**src/rtl/mem_arb_pkg.sv**
```systemverilog
// Shared types and default constants for the memory port arbiter.
package mem_arb_pkg;

    typedef enum logic [1:0] {
        IDLE   = 2'd0,
        ACCESS = 2'd1,
        WAIT   = 2'd2,
        RESP   = 2'd3
    } state_t;

    typedef enum logic {
        REQ_IF = 1'b0,
        REQ_LS = 1'b1
    } req_id_t;

    localparam int DEF_BITS     = 64;
    localparam int DEF_MEM_SIZE = 16;
    localparam int DEF_MEM_LAT  = 2;

    // Wide enough for MemLat-1 with MemLat up to 4.
    localparam int LAT_CNT_W    = 3;

endpackage

```
**src/rtl/mem_lat_counter.sv**
```systemverilog
// Read-latency down-counter used while the arbiter waits on memory data.
// Loaded once per read, counts down to zero and then holds there.
module mem_lat_counter
    import mem_arb_pkg::*;
#(
    parameter int W = LAT_CNT_W
) (
    input  logic         clk,
    input  logic         rst,
    input  logic         load,
    input  logic [W-1:0] load_val,
    input  logic         dec,
    output logic         zero
);

    logic [W-1:0] cnt;

    // Load has priority; decrement saturates at zero.
    always_ff @(posedge clk or negedge rst) begin
        if (!rst) begin
            cnt <= '0;
        end else if (load) begin
            cnt <= load_val;
        end else if (dec && (cnt != '0)) begin
            cnt <= cnt - 1'b1;
        end
    end

    assign zero = (cnt == '0);

endmodule

```
**src/rtl/mem_port_arbiter.sv**
```systemverilog
// Two-requester arbiter (instruction fetch, load/store) for one shared
// memory port with fixed read latency. One access in flight at a time.
// Optional macro MEM_ARB_RR_EN: round-robin between requesters instead of
// fixed load/store-over-fetch priority.
module mem_port_arbiter
    import mem_arb_pkg::*;
#(
    parameter  int Bits    = DEF_BITS,
    parameter  int MemSize = DEF_MEM_SIZE,
    parameter  int MemLat  = DEF_MEM_LAT,
    localparam int AW      = $clog2(MemSize)
) (
    input  logic            clk,
    input  logic            rst,
    input  logic            if_req,
    input  logic [AW-1:0]   if_addr,
    output logic            if_gnt,
    output logic            if_rvalid,
    output logic [Bits-1:0] if_rdata,
    input  logic            ls_req,
    input  logic            ls_we,
    input  logic [AW-1:0]   ls_addr,
    input  logic [Bits-1:0] ls_wdata,
    output logic            ls_gnt,
    output logic            ls_rvalid,
    output logic [Bits-1:0] ls_rdata,
    output logic            mem_en,
    output logic            mem_we,
    output logic [AW-1:0]   mem_addr,
    output logic [Bits-1:0] mem_wdata,
    input  logic [Bits-1:0] mem_rdata,
    output logic            busy
);

    state_t          state;
    req_id_t         id_q;
    req_id_t         win;
    logic [AW-1:0]   addr_q;
    logic [Bits-1:0] wdata_q;
    logic [Bits-1:0] rdata_q;
    logic            mem_en_q;
    logic            mem_we_q;
    logic            rvalid_q;
    logic            grant_fire;
    logic            lat_zero;

    assign grant_fire = (state == IDLE) && (if_req || ls_req);

`ifdef MEM_ARB_RR_EN
    req_id_t last_q;

    // Round-robin pick: on contention, favour whoever was not granted last.
    always_comb begin
        win = REQ_LS;
        if (if_req && ls_req) begin
            win = (last_q == REQ_LS) ? REQ_IF : REQ_LS;
        end else if (if_req) begin
            win = REQ_IF;
        end
    end

    // Remember the most recent winner; reset to fetch so load/store goes first.
    always_ff @(posedge clk or negedge rst) begin
        if (!rst) begin
            last_q <= REQ_IF;
        end else if (grant_fire) begin
            last_q <= win;
        end
    end
`else
    // Fixed priority: load/store always beats fetch.
    always_comb begin
        win = ls_req ? REQ_LS : REQ_IF;
    end
`endif

    // Loaded on the ACCESS cycle of a read so it holds MemLat-1 on WAIT entry.
    mem_lat_counter #(
        .W(LAT_CNT_W)
    ) u_lat (
        .clk      (clk),
        .rst      (rst),
        .load     ((state == ACCESS) && !mem_we_q),
        .load_val (LAT_CNT_W'(MemLat - 1)),
        .dec      (state == WAIT),
        .zero     (lat_zero)
    );

    // Main FSM: capture winner, issue one memory cycle, wait, respond.
    always_ff @(posedge clk or negedge rst) begin
        if (!rst) begin
            state    <= IDLE;
            id_q     <= REQ_IF;
            addr_q   <= '0;
            wdata_q  <= '0;
            rdata_q  <= '0;
            mem_en_q <= 1'b0;
            mem_we_q <= 1'b0;
            rvalid_q <= 1'b0;
        end else begin
            case (state)
                IDLE: begin
                    if (grant_fire) begin
                        id_q     <= win;
                        mem_en_q <= 1'b1;
                        if (win == REQ_LS) begin
                            mem_we_q <= ls_we;
                            addr_q   <= ls_addr;
                            wdata_q  <= ls_wdata;
                        end else begin
                            mem_we_q <= 1'b0;
                            addr_q   <= if_addr;
                            wdata_q  <= '0;
                        end
                        state <= ACCESS;
                    end
                end
                ACCESS: begin
                    mem_en_q <= 1'b0;
                    mem_we_q <= 1'b0;
                    state    <= mem_we_q ? IDLE : WAIT;
                end
                WAIT: begin
                    if (lat_zero) begin
                        rdata_q  <= mem_rdata;
                        rvalid_q <= 1'b1;
                        state    <= RESP;
                    end
                end
                RESP: begin
                    rvalid_q <= 1'b0;
                    state    <= IDLE;
                end
                default: state <= IDLE;
            endcase
        end
    end

    // Grants are combinational in IDLE; gated by reset so they drop at once.
    assign if_gnt    = rst && grant_fire && (win == REQ_IF);
    assign ls_gnt    = rst && grant_fire && (win == REQ_LS);

    assign if_rvalid = rvalid_q && (id_q == REQ_IF);
    assign ls_rvalid = rvalid_q && (id_q == REQ_LS);
    assign if_rdata  = rdata_q;
    assign ls_rdata  = rdata_q;

    assign mem_en    = mem_en_q;
    assign mem_we    = mem_we_q;
    assign mem_addr  = addr_q;
    assign mem_wdata = wdata_q;

    assign busy      = (state != IDLE);

endmodule

```
**config.mk**
```make
export PLATFORM = sky130hd
export DESIGN_NAME = mem_port_arbiter
export DESIGN_NICKNAME = d
export VERILOG_FILES = /design/src/rtl/mem_arb_pkg.sv /design/src/rtl/mem_lat_counter.sv /design/src/rtl/mem_port_arbiter.sv
export SDC_FILE = /design/constraint.sdc
export NUM_CORES = 1
export LEC_CHECK = 0
export BUFFER_PORTS_ARGS = -buffer_cell sky130_fd_sc_hd__buf_2
export CORE_ASPECT_RATIO = 1.75
export CORE_MARGIN = 4
export CORE_UTILIZATION = 36
export DETAILED_ROUTE_END_ITERATION = 10
export PLACE_DENSITY_LB_ADDON = 0.3
export RECOVER_POWER = 100
export SETUP_SLACK_MARGIN = 0.1
export SLEW_MARGIN = 20
export SYNTH_ARGS = -nofsm -noshare
export SYNTH_HDL_FRONTEND = slang
export SYNTH_SLANG_ARGS = --single-unit
```
**constraint.sdc**
```tcl
create_clock -name clk -period 1.7 [get_ports clk]
set_input_delay 0.51 -clock clk [delete_from_list [all_inputs] [get_ports clk]]
set_output_delay 0.51 -clock clk [all_outputs]
set_load 0.1 [all_outputs]
```
### After elaboration in Yosys (flattened, before gate mapping)

Cells that the tools add are included.

| word-level totals | value |
|---|---|
| bits of input ports | 141 |
| logic and storage cells | 55 |
| output and inout bits | 203 |
| bits in registers | 141 |

| operators by class | value |
|---|---|
| muxes and demuxes | 16 |
| bitwise gates (word level) | 2 |
| add/subtract/negate cells | 1 |
| reductions and logical operators | 22 |
| equal/unequal tests | 5 |

Operator list:

| kind | count |
|---|---|
| 64-bit 2-to-1 mux | 1 |
| 2-bit AND reduction | 5 |
| 1-bit logical AND | 8 |
| 2-bit one-hot mux with 4 select lines | 1 |
| 2-bit nonzero test | 4 |
| 2-bit 2-to-1 mux | 3 |
| 3-bit 2-to-1 mux | 2 |
| 1-bit one-hot mux with 2 select lines | 3 |
| 1-bit 2-to-1 mux | 5 |
| 2-bit == test, second input constant | 2 |
| 4-bit 2-to-1 mux | 1 |
| 2-bit != test, second input constant | 2 |
| 3-bit logical NOT | 1 |
| 3-bit nonzero test | 1 |
| 3-bit by 1-bit subtractor with 3-bit output, second input constant | 1 |
| 2-bit by 1-bit == test with 1-bit output, second input constant | 1 |
| 2-bit logical NOT | 1 |
| 1-bit inverter | 2 |
| 1-bit logical NOT | 1 |
| 1-bit logical OR | 1 |

### Depth between registers and ports, before layout

| logic depth | value |
|---|---|
| depth in word-level cells | 4 |
| depth in mapped cells | 6 |
| depth with buffers taken out | 5 |

### Cells and area by module

A second synthesis with hierarchy kept.

| second synthesis, totals | value |
|---|---|
| cells, all modules | 404 |
| area, all modules | 5965.7 um^2 |

By module, submodules not included:

| module | area an instance (um^2) | instances | cells each |
|---|---|---|---|
| mem_port_arbiter | 5775.5 | 1 | 385 |
| mem_lat_counter | 190.2 | 1 | 19 |

### Worst setup path after synthesis

Ideal clock, no wire load.

| timing | value |
|---|---|
| path kind | register -> output |
| start | reg (tool-made name) |
| end | out if_gnt |
| path slack | -1.718 ns |
| arrival time | 2.908 ns |
| cell stages (with the launch flop) | 5 |
| buffers on the path | 1 |
| cell sequence | dfrtp_1 > buf_4 > nor2_4 > nand2_1 > nor3b_1 |

RTL lines:

| element | RTL line | text |
|---|---|---|
| end, declared | mem_port_arbiter.sv:17 | `output logic if_gnt,` |

### Worst setup path in the final report

| timing | value |
|---|---|
| start | reg state[0] |
| end | out if_gnt |

| on the way | value |
|---|---|
| longest elaborated chain between the ends | 4 |

RTL lines:

| element | RTL line | text |
|---|---|---|
| start, declared | mem_port_arbiter.sv:35 | `state_t state;` |
| start signal, assigned | mem_port_arbiter.sv:121 | `state <= mem_we_q ? IDLE : WAIT;` |
| 2-bit logical NOT | mem_port_arbiter.sv:47 | `assign grant_fire = (state == IDLE) && (if_req \|\| ls_req);` |
| 1-bit logical AND | mem_port_arbiter.sv:47 |  |
| 1-bit logical AND (2 in series) | mem_port_arbiter.sv:140 | `assign if_gnt = rst && grant_fire && (win == REQ_IF);` |

Every way passes these cells.

==> impl_metrics.tcl <==
set metrics [dict create \
    final_layout_size_suffix_gt1_share_pct 77.1 \
    tightest_slew_ps 1200 \
    path_clk_slew_ps 60 \
    fmax_ghz 0.505 \
    end_kind "output pin" \
    vias 4583 \
    dp_hpwl_um 12200 \
    reg2reg_from "state[0]$_DFFE_PN0P_" \
    cts_sinks 141 \
    yosysSeqAreaShare_pct 57.6 \
    fin_ws_ps -279 \
    finalCritPeriodShare_pct 116 \
    synth_nets 549 \
    final_antenna_net_count 0 \
    dpl_cell_area_um2 7880 \
    die_h_um 181 \
    avgSynthCellArea_um2 15.1 \
    cp_max_fo 3 \
    fin_skew_ps 6.90 \
    numCtsBuffers 17 \
    violations "setup timing" \
    antenna_found_initial 0 \
    critPathRequiredTime_ps 1190 \
    clock_latency_ps 410 \
    remaining_drc_errors 0 \
    hp-class "input port to async pin" \
    htreeDepth 4 \
    fin_util_pct 62.1 \
    synthCells 406 \
    gp_congestion 0.756 \
    synth.cell_area_um2 6130 \
    outcome "finished, violations left" \
    r2r_slack_ps -250 \
    drt_iter0_drc 151 \
    antenna_cells 0 \
    r2r.worst_path.cells 7 \
    wl_per_cell_um 19.7 \
    nets 867 \
    cts-root-buf "clkbuf_16" \
    synth_cell_types 32 \
    drv_slew 0 \
    wl_um 19000 \
    ctsHoldBuffers 0 \
    relSlewSlack_pct 20.0 \
    hold_viol_final 0 \
    grt_max_degree 135 \
    final.setup.tns_ps -13470 \
    core-area_um2 16600 \
    dpl.cell_count 906 \
    ios 344 \
    initial_core_util_pct 36.9 \
    start_kind "flop" \
    final_cell_area_um2 10300 \
    die_x_um 107 \
    grt.total_usage_pct 18.7 \
    placementRows 62 \
    worstSetupPathType "flop to output pin" \
    clk_path_buf_depth 2 \
    via_per_inst 4.77 \
    rsz0062_at_grt "yes" \
    area_growth_pct 68.3 \
    arrival_ps 1470 \
    grt_pass1_wl_um 28100 \
    cts_tree "built" \
    instances_no_fill 961 \
    port_buffers 343 \
    setup-violations-final 67 \
    post-route-min-period_ps 1980 \
    dieArea_um2 19300 \
    first_pass_iters 4 \
    drv_cap 0 \
    reg2reg_to "if_rdata[29]$_DFFE_PN0P_" \
    ys_warn_count 0 \
    grt_pass1_vias 5062 \
    synth_seq_cells 141 \
    grt_overflow 0 \
]
## area by class of cell
| type | instances | area, µm² |
|---|---|---|
| clock buffers | 20 | 457 |
| multi-input cells | 174 | 1910 |
| fillers | 1236 | 6290 |
| inverters | 5 | 18.8 |
| repair buffers | 385 | 3800 |
| well taps | 224 | 280 |
| flip-flops and latches | 141 | 3610 |
| clock inverters | 12 | 231 |
## worst max-delay path by stage
| stage | from | end | cells past startpoint | slack, ps |
|---|---|---|---|---|
| 6_report | state[0]$_DFFE_PN0P_ | if_gnt | 4 | -280 |
| 3_5_place_dp | u_lat.cnt[0]$_DFFE_PN0P_ | if_rdata[63]$_DFFE_PN0P_ | 6 | 1 |
| 5_1_grt | state[0]$_DFFE_PN0P_ | if_gnt | 4 | -340 |
| 3_3_place_gp | u_lat.cnt[0]$_DFFE_PN0P_ | if_rdata[63]$_DFFE_PN0P_ | 6 | 60 |
| 2_1_floorplan | flop | if_gnt | 4 | -350 |
| 4_1_cts | state[0]$_DFFE_PN0P_ | if_gnt | 4 | -310 |
## repair_timing
action	4_1_cts	5_1_grt
endpoints found under the setup margin	263	140
pin swaps	3	2
buffers inserted	10	6
resized for setup	363	94
gates cloned	4	3
## placed cells by master, fill, tap and decap left out, types with 4 or more instances in the layout
| master | instances |
|---|---|
| buf_12 | 31 |
| clkbuf_16 | 20 |
| buf_8 | 19 |
| buf_6 | 168 |
| dfrtp_1 | 73 |
| clkbuf_1 | 4 |
| bufinv_16 | 6 |
| nand2_1 | 5 |
| dfrtp_2 | 68 |
| buf_2 | 139 |
| mux2_4 | 62 |
| a22o_1 | 64 |
| o21ai_0 | 5 |
| buf_4 | 19 |
| mux2_2 | 10 |
## state kept, by name, indices dropped and copies added (netlist names), named ones only
| register | flops |
|---|---|
| id_q | 1 |
| mem_addr | 4 |
| rvalid_q | 1 |
| u_lat.cnt | 3 |
| if_rdata | 64 |
| mem_en | 1 |
| mem_we | 1 |
| mem_wdata | 64 |
| state | 1 |
## worst max-delay path, cell delays in order, from the launching register on
cell,delay [ps]
dfrtp_2,430
nor2_4,130
nand2_2,80
nor3b_4,210
buf_12,200
## stage by stage
step,hold slack (ps),worst slack [ps]
finish,277,-279
global route,291,-340
CTS,12.5,-311
detailed placement,454,1.09
global placement,455,61.1
floorplan,214,-353
## synth_stat cells
library cell	number	area [µm²]
nand2b_4	1	13.8
nor2b_1	2	12.5
a31oi_1	1	6.26
a221oi_1	1	8.76
a21oi_1	2	10.0
a22o_1	64	561
clkbuf_1	4	15.0
dfrtp_1	141	3530
and2_1	2	12.5
a31o_2	1	8.76
mux2_4	60	901
ha_1	2	25.0
a21o_1	1	7.51
o21a_1	1	7.51
nor2_1	2	7.51
o311ai_0	1	8.76
o21ai_2	1	8.76
nand2_1	6	22.5
nor3b_1	2	15.0
nand2b_2	1	8.76
buf_4	66	495
and3_1	1	6.26
nor3_1	1	5.00
nor2_8	1	20.0
buf_6	6	67.6
o21ai_0	5	25.0
buf_12	6	120
nor2_4	1	11.3
inv_1	5	18.8
buf_2	5	25.0
nand3b_1	1	7.51
mux2_2	12	135
## logic make-up after synthesis
| kind of cell | share of synthesized area (%) |
|---|---|
| AOI/OAI and AO/OA | 10.6 |
| adders and majority gates | 0.408 |
| buffers and inverters | 12.1 |
| DFF | 57.6 |
| muxes | 16.9 |
| and+or+nand+nor | 2.33 |
## layer usage
| layer | vias up | wire length, µm | GRT usage [%] |
|---|---|---|---|
| met5 | - | 0 | 0 |
| met4 | 0 | 450 | 6.40 |
| met3 | 33 | 1580 | 6.35 |
| met2 | 244 | 10400 | 33.8 |
| met1 | 2295 | 6520 | 20.0 |
| li1 | 2011 | - | - |
Power is not shown: default switching activity piles up to over one toggle a cycle in this logic, so the estimate is an artifact.
